$ cat config.mk
export PLATFORM = sky130hd
export DESIGN_NAME = calc_adder_sequencer
export DESIGN_NICKNAME = d
export VERILOG_FILES = /design/src/rtl/calc_pkg.sv /design/src/rtl/eight_bit_adder.sv /design/src/rtl/one_bit_adder.sv /design/src/rtl/calc_adder_sequencer.sv
export SDC_FILE = /design/constraint.sdc
export NUM_CORES = 1
export LEC_CHECK = 0
export CORE_UTILIZATION = 33
export CTS_BUF_LIST = sky130_fd_sc_hd__clkbuf_4 sky130_fd_sc_hd__clkbuf_8 sky130_fd_sc_hd__clkbuf_16
export DETAILED_ROUTE_END_ITERATION = 8
export HOLD_SLACK_MARGIN = 0.06
export SYNTH_ARGS = -nofsm -noshare
export SYNTH_HDL_FRONTEND = slang
export SYNTH_SLANG_ARGS = --single-unit
export TNS_END_PERCENT = 5
$ cat constraint.sdc
create_clock -name clk -period 5.1 [get_ports clk]
set_clock_uncertainty 0.2 [all_clocks]
set_input_delay 0.51 -clock clk [delete_from_list [all_inputs] [get_ports clk]]
set_output_delay 0.51 -clock clk [all_outputs]
set_load 0.01 [all_outputs]
$ cat src/rtl/calc_pkg.sv
// Shared types and constants for the calculator adder sequencer.
package calc_pkg;

    localparam int unsigned CALC_N = 8;

    typedef enum logic [1:0] {
        OP_ADD = 2'd0,
        OP_SUB = 2'd1,
        OP_MUL = 2'd2,
        OP_RSV = 2'd3
    } op_t;

    typedef enum logic [1:0] {
        IDLE,
        EXEC,
        DONE
    } state_t;

endpackage

$ cat src/rtl/eight_bit_adder.sv
// N-bit ripple-carry adder built from one_bit_adder cells.
module eight_bit_adder #(
    parameter int unsigned N = 8
) (
    input  logic [N-1:0] i_a,
    input  logic [N-1:0] i_b,
    input  logic         i_cin,
    output logic [N-1:0] o_sum,
    output logic         o_cout
);

    // Carry kept per generate block so the chain is not one self-dependent vector.
    for (genvar gi = 0; gi < N; gi++) begin : g_bit
        logic w_cin;
        logic w_cout;

        if (gi == 0) begin : g_lsb
            assign w_cin = i_cin;
        end else begin : g_upper
            assign w_cin = g_bit[gi-1].w_cout;
        end

        one_bit_adder u_fa (
            .i_a    (i_a[gi]),
            .i_b    (i_b[gi]),
            .i_cin  (w_cin),
            .o_sum  (o_sum[gi]),
            .o_cout (w_cout)
        );
    end

    assign o_cout = g_bit[N-1].w_cout;

endmodule

$ cat src/rtl/one_bit_adder.sv
// Single-bit full adder cell used to build the ripple adder.
module one_bit_adder (
    input  logic i_a,
    input  logic i_b,
    input  logic i_cin,
    output logic o_sum,
    output logic o_cout
);

    assign o_sum  = i_a ^ i_b ^ i_cin;
    assign o_cout = (i_a & i_b) | (i_cin & (i_a ^ i_b));

endmodule

$ cat src/rtl/calc_adder_sequencer.sv
// Drives one shared ripple adder to perform ADD, SUB and shift-and-add MUL
// between a valid/ready operand front end and a valid/ready result consumer.
module calc_adder_sequencer
    import calc_pkg::*;
#(
    parameter int unsigned N = CALC_N
) (
    input  logic           clk,
    input  logic           rst_n,
    input  logic           in_valid,
    output logic           in_ready,
    input  logic [1:0]     op,
    input  logic [N-1:0]   a,
    input  logic [N-1:0]   b,
    output logic           out_valid,
    input  logic           out_ready,
    output logic [2*N-1:0] result,
    output logic           err
);

    localparam int unsigned CNT_W = $clog2(N) + 1;

    state_t           r_state;
    op_t              r_op;
    logic [N-1:0]     r_a;
    logic [N-1:0]     r_b;
    logic [N-1:0]     r_p_hi;
    logic [N-1:0]     r_p_lo;
    logic [CNT_W-1:0] r_cnt;
    logic             r_in_ready;
    logic             r_out_valid;
    logic             r_err;
    logic [2*N-1:0]   r_result;

    logic [N-1:0]     w_add_a;
    logic [N-1:0]     w_add_b;
    logic             w_cin;
    logic [N-1:0]     w_sum;
    logic             w_cout;
    logic [2*N-1:0]   w_mul_next;
    logic             w_mul_last;

    always_comb begin
        w_add_a = '0;
        w_add_b = '0;
        w_cin   = 1'b0;
        case (r_op)
            OP_ADD: begin
                w_add_a = r_a;
                w_add_b = r_b;
            end
            OP_SUB: begin
                w_add_a = r_a;
                w_add_b = ~r_b;
                w_cin   = 1'b1;
            end
            OP_MUL: begin
                w_add_a = r_p_hi;
                w_add_b = r_p_lo[0] ? r_a : '0;
            end
            default: ;
        endcase
    end

    eight_bit_adder #(
        .N (N)
    ) u_adder (
        .i_a    (w_add_a),
        .i_b    (w_add_b),
        .i_cin  (w_cin),
        .o_sum  (w_sum),
        .o_cout (w_cout)
    );

    // One shift-and-add step: new high half is the adder output, low half shifts right.
    assign w_mul_next = {w_cout, w_sum, r_p_lo[N-1:1]};
    assign w_mul_last = (r_cnt == CNT_W'(N - 1));

    always_ff @(posedge clk) begin
        if (!rst_n) begin
            r_state     <= IDLE;
            r_op        <= OP_ADD;
            r_a         <= '0;
            r_b         <= '0;
            r_p_hi      <= '0;
            r_p_lo      <= '0;
            r_cnt       <= '0;
            r_in_ready  <= 1'b1;
            r_out_valid <= 1'b0;
            r_err       <= 1'b0;
            r_result    <= '0;
        end else begin
            unique case (r_state)
                IDLE: begin
                    if (in_valid) begin
                        r_op       <= op_t'(op);
                        r_a        <= a;
                        r_b        <= b;
                        r_p_hi     <= '0;
                        r_p_lo     <= b;
                        r_cnt      <= '0;
                        r_in_ready <= 1'b0;
                        r_state    <= EXEC;
                    end
                end
                EXEC: begin
                    if (r_op == OP_MUL) begin
                        {r_p_hi, r_p_lo} <= w_mul_next;
                        r_cnt            <= r_cnt + CNT_W'(1);
                        if (w_mul_last) begin
                            r_result    <= w_mul_next;
                            r_err       <= 1'b0;
                            r_out_valid <= 1'b1;
                            r_state     <= DONE;
                        end
                    end else begin
                        r_result    <= (r_op == OP_RSV) ? '0 : {{(N-1){1'b0}}, w_cout, w_sum};
                        r_err       <= (r_op == OP_RSV);
                        r_out_valid <= 1'b1;
                        r_state     <= DONE;
                    end
                end
                DONE: begin
                    if (out_ready) begin
                        r_out_valid <= 1'b0;
                        r_in_ready  <= 1'b1;
                        r_state     <= IDLE;
                    end
                end
                default: begin
                    r_state <= IDLE;
                end
            endcase
        end
    end

    assign in_ready  = r_in_ready;
    assign out_valid = r_out_valid;
    assign result    = r_result;
    assign err       = r_err;

endmodule
After elaboration in Yosys (flattened, before gate mapping):

Cells that the tools add are included.

* muxes and demuxes: 30
* add/sub/neg operators: 1
* equal/unequal tests: 11
* bitwise gates (word level): 41
* reductions and logical operators: 12

Operators with widths (count)
* 8-bit case mux with 2 select lines: 3
* 8-bit two-way mux: 5
* 16-bit two-way mux: 2
* 8-bit case mux with 3 select lines: 1
* 1-bit bitwise AND: 16
* 1-bit XOR: 16
* 3-bit AND reduction: 4
* 9-bit two-way mux: 1
* 1-bit two-way mux: 8
* 2-bit two-way mux: 4
* 4-bit two-way mux: 2
* 2-bit != test, second input constant: 4
* 8-bit inverter: 1
* 1-bit bitwise OR: 8
* 4-bit case mux with 2 select lines: 1
* 2-bit equality test, second input constant: 3
* 2-bit case mux with 3 select lines: 1
* 2-bit nonzero test: 3
* 4-bit by 1-bit adder with 4-bit output, second input constant: 1
* 2-bit by 1-bit equality test with 1-bit output, second input constant: 2
* 4-bit by 3-bit equality test with 1-bit output, second input constant: 1
* 2-bit zero test: 2
* 1-bit case mux with 2 select lines: 2
* 2-bit AND reduction: 2
* 2 further kinds: 2

* flip-flop bits (word level): 59
* word-level logic and storage cells: 106
* output and inout port bits: 19

Logic depth before layout (Yosys ltp):

* word-level depth: 22
* mapped depth: 19

Modules after synthesis:

A second synthesis with hierarchy kept.

* cells, all modules: 358
* area total of the unflattened synthesis: 3047.9 µm²

By module, submodules not included
* calc_adder_sequencer: area each 2887.8 µm², instances 1, cells an instance 350, sequential area each 1181.1 µm²
* one_bit_adder: area each 20.0 µm², instances 8, cells an instance 1, sequential area each 0.0 µm²

Least setup slack after synthesis:

No wires, ideal clock.

* path kind: flip-flop to flip-flop
* start point: register r_op[0]
* end point: register r_result[7], in the netlist result[7]
* path slack: 0.364 ns
* library setup time: 0.086 ns
* required time: 4.814 ns
* data arrival time: 4.451 ns
* clock period less this slack: 4.736 ns
* cell stages (with the launch flop): 20
* cell sequence: dfxtp_1 buf_4 nor2b_1 buf_4 and2_1 clkbuf_1 nand2_1 o21ai_0 fa_1 inv_1 fa_1 fa_1 fa_1 fa_1 fa_1 fa_1 fa_1 nor2_1 a21oi_1 a211oi_1

* word-level cells in the longest chain between the ends: 21
* elaborated cells on any way between the ends: 44

RTL lines
* start, declared: line calc_adder_sequencer.sv:24 `op_t r_op;`
* start signal, assigned: line calc_adder_sequencer.sv:96 `r_op <= op_t'(op);`
* 2-bit by 1-bit equality test with 1-bit output / 2-bit zero test (equally long branches): line calc_adder_sequencer.sv:47 `case (r_op)`
* 2-bit OR reduction (no line)
* 8-bit case mux with 2 select lines: line calc_adder_sequencer.sv:47
* 1-bit XOR: line one_bit_adder.sv:10, one_bit_adder.sv:11
* 1-bit bitwise AND: line one_bit_adder.sv:11 `assign o_cout = (i_a & i_b) | (i_cin & (i_a ^ i_b));`
* 1-bit bitwise OR: line one_bit_adder.sv:11
* 1-bit bitwise AND: line one_bit_adder.sv:11
* 1-bit bitwise OR: line one_bit_adder.sv:11
* [5 not listed]
* 1-bit bitwise OR: line one_bit_adder.sv:11
* 1-bit bitwise AND: line one_bit_adder.sv:11
* 1-bit bitwise OR: line one_bit_adder.sv:11
* 1-bit bitwise AND: line one_bit_adder.sv:11
* 1-bit bitwise OR: line one_bit_adder.sv:11
* 1-bit XOR: line one_bit_adder.sv:10 `assign o_sum = i_a ^ i_b ^ i_cin;`
* 9-bit two-way mux: line calc_adder_sequencer.sv:117 `r_result <= (r_op == OP_RSV) ? '0 : {{(N-1){1'b0}}, w_cout, w_sum};`
* 16-bit two-way mux: line calc_adder_sequencer.sv:107 `if (r_op == OP_MUL) begin`
* end signal, assigned: line calc_adder_sequencer.sv:111 `r_result <= w_mul_next;`
* end signal, assigned: line calc_adder_sequencer.sv:117
* end, declared: line calc_adder_sequencer.sv:33 `logic [2*N-1:0] r_result;`

Several ways; a longest one is shown, not always the timed one. The select of a mux whose other input is x is not followed.
A chain may end at the register's enable or synchronous reset.

Worst setup path after layout:

* start point: register r_op[1]
* end point: register r_result[7], in the netlist result[7]

The elaborated chain is that of the path after synthesis.

==> key figures <==
Final layout
  • Fillers: 823
  • Area grow syn2layout: 24.0%
  • Post-Layout Inst Area: 0.00345 mm²
  • Antenna Cells: 0
  • Nets: 384
  • Post-layout utilization of the core: 42.2%
  • Layout cells sized above 1: 9.22%

Synthesis
  • Post-synthesis adder-cell area fraction: 6.20%
  • Largest family of logic cells by synthesized area: compound AO/OA/AOI/OAI gates
  • Seq/Total Area, Yosys: 42.4%
  • Syn_nets: 353
  • Area share of the largest cell type after synthesis: 42.4%
  • Post-synthesis compound-gate area fraction: 20.8%
  • Post-Synth Simple-Gate Area: 18.1%
  • Synth top area cells: dfxtp_1, a21oi_1, nand2_1, nor2_1, fa_1
  • Syn Inst Count: 322
  • Yosys top cell by area: dfxtp_1
  • Post-synthesis mux area share: 3.28%
  • Yosys cell types: 41
  • #FFs+latches synth: 59
  • Most common cell in the netlist: dfxtp_1
  • Syn_area_per_cell: 8.65 µm²
  • Post-Synth XOR/XNOR Area: 2.83%
  • Cell Area, Synth: 0.00278 mm²
  • Most frequent cells after synthesis: dfxtp_1, nand2_1, nor2_1
  • EDFF count, synth: 0
  • Ys async rst share: 0%
  • Ys Warns: 0
  • Synth Flop Type: dfxtp_1

Power and ir drop
  • Pleak: 1.23 nW
  • P_sw: 325 µW
  • Sequential share of power: 41.3%
  • Clock power frac: 42.5%
  • Comb pwr share: 16.2%
  • Maximum vdd drop: 0.000149 V
  • PwrDens: 360 mW/mm²
  • Total Power: 1.24 mW
  • Int Pwr: 917 µW
  • Switching share of power: 26.2%

Clock network
  • CTS tree: done
  • Max clock buf depth: 2
  • H-tree levels: 3
  • Clock Sinks: 59
  • CTS Root Cell: clkbuf_8
  • Clock transition at the registers of the reported paths: 70 ps
  • Post-CTS Setup Repair Bufs: 0
  • Worst-Skew Late Latency: 350 ps
  • Hold buffer count at cts: 0
  • Post-CTS resize count: 0
  • TritonCTS buffer count: 9

Floorplan
  • Row cnt: 33
  • Core Region: 0.00818 mm²
  • Die height: 93.9 µm
  • # IOs: 41
  • Initial Util: 34.1%
  • Die Wd: 93.9 µm
  • Total die area: 0.00881 mm²

Timing
  • Slew Viols, Final: 0
  • Setup TNS Final: 0 ps
  • Worst slew pin tran: 994 ps
  • Fmax: 211 MHz
  • Hold Violations, Final: 0
  • Minimum clock period: 4730 ps
  • Final setup viols: 0
  • Period utilization: 92.8%
  • RSZ-0062 raised after global routing: no
  • Final worst slack: 366 ps
  • Slew headroom: 33.8%

Route
  • DRC: 0
  • DR pass1 iterations: 4
  • Iteration-0 DRC Markers: 119
  • DRT antenna net count: 0
  • Via-to-Cell Ratio: 5.01
  • Total Wirelength: 7090 µm
  • Via count: 2319
  • Avg WL per Cell: 15.3 µm

Worst setup path
  • WP data arrival: 4780 ps
  • Worst R2R Start: r_op[1]
  • R2r worst-path depth: 16
  • Critical Path RT: 5150 ps
  • Reg-to-reg setup timing slack: 370 ps
  • Kind of critical path: reg2reg
  • Worst setup EP type: flip-flop
  • Crit. Startpoint: r_op[1]
  • Crit start category: flip-flop
  • RR Endpoint: result[7]
  • Worst setup path endpoint: result[7]
  • CP Max Fanout: 7

Global route
  • Vias in the first global route: 2234
  • All-layer global routing usage: 17.8%
  • Pin count of the biggest net entering global routing: 56
  • Overflow after GRT: 0
  • First-pass GRT wire length: 11600 µm
  • Initial antenna violation count: 0

Flow run
  • Max-Cap Viols: 0

Place
  • IO buf count: 40
  • DP Area: 0.00321 mm²
  • Place WS: 416 ps
  • Final GP Congestion: 0.842
  • HPWL after DPL: 4870 µm

Outcome
  • Status: completed

Worst hold path
  • Hold Crit Class: reg2reg
-- routing by layer --
| layer | track usage (%) | part of all wire [%] | wire length, µm |
|---|---|---|---|
| met3 | 4.29 | 4.2 | 299 |
| met2 | 28.2 | 46 | 3290 |
| met5 | 0 | 0 | 0 |
| met1 | 23.0 | 48 | 3380 |
| met4 | 7.69 | 1.6 | 114 |
-- power groups by stage --
stage	Sequential (mW)	Combinational (mW)	Clock [mW]
global route	0.516	0.224	0.560
CTS	0.513	0.203	0.537
detailed placement	0.523	0.202	0
floorplan	0.514	0.138	0
global placement	0.522	0.201	0
finish	0.513	0.202	0.527
-- metrics by stage --
step | hold slack [ps] | instances
after global placement | 257 | 447
after detailed placement | 257 | 447
after global routing | 284 | 463
final | 264 | 463
after floorplan | 246 | 322
after CTS | 267 | 463
-- flip-flops by register name, indices dropped and copies added, names as in the netlist --
| register | count |
|---|---|
| out_valid | 1 |
| r_p_lo | 8 |
| r_cnt | 4 |
| result | 16 |
| in_ready | 1 |
| r_p_hi | 8 |
| r_b | 8 |
| r_state | 2 |
| r_a | 8 |
| err | 1 |
| r_op | 2 |
-- area by class of cell --
| cell class | count | area [µm²] | area share [%] |
|---|---|---|---|
| Inverter | 7 | 26.3 | 0.761 |
| Timing Repair Buffer | 45 | 438 | 12.7 |
| Sequential cell | 59 | 1180 | 34.2 |
| Clock inverter | 5 | 100 | 2.90 |
| Clock buffer | 11 | 145 | 4.20 |
| Tap cell | 105 | 131 | 3.81 |
| Multi-Input combinational cell | 231 | 1430 | 41.4 |
-- cells by family after synthesis --
family,after synthesis
AOI/OAI and AO/OA,88
xor gates and xnor gates,9
adders and majority gates,9
buffers and inverters,32
DFF,59
muxes,9
and+or+nand+nor,116
-- cell usage in the layout, fill, tap and decap left out, types with 2 or more instances in the layout --
cell type	synthesis	final
mux2i_1	8	8
a22oi_1	14	14
a31oi_1	2	2
nor2b_1	2	2
a211oi_2	2	2
a21oi_1	39	39
nand3_1	2	2
nand2_1	50	50
clkdlybuf4s50_1	0	40
dfxtp_1	59	59
bufinv_16	0	3
clkinv_2	0	2
nor2_2	3	3
buf_4	4	5
o32ai_1	7	7
nand2b_1	2	2
inv_1	6	6
nor2_1	48	48
a211oi_1	14	14
xor2_1	8	8
clkbuf_8	0	10
fa_1	8	8
o21ai_0	6	6
-- critical path: stages, from the launching register on --
cell and delay [ps]:
dfxtp_1 320, nor2b_1 160, and2_1 290, nand2_1 80, o21ai_0 100, fa_1 210, inv_1 50, fa_1 380
fa_1 390, fa_1 390, fa_1 390, fa_1 400, fa_1 390, fa_1 490, nor2_1 110, a21oi_1 50
a211oi_1 230
-- worst min path at each step --
stage | to | start | slack (ps) | depth (start not counted)
2_1_floorplan | r_b[7] | r_b[7] | 250 | 2
3_3_place_gp | r_b[7] | r_b[7] | 260 | 2
3_5_place_dp | result[10] | result[10] | 260 | 2
4_1_cts | r_b[7] | r_b[7] | 270 | 2
5_1_grt | r_b[7] | r_b[7] | 280 | 2
6_report | r_b[7] | r_b[7] | 260 | 2
No activity file was read; power rests on OpenSTA's default activity.
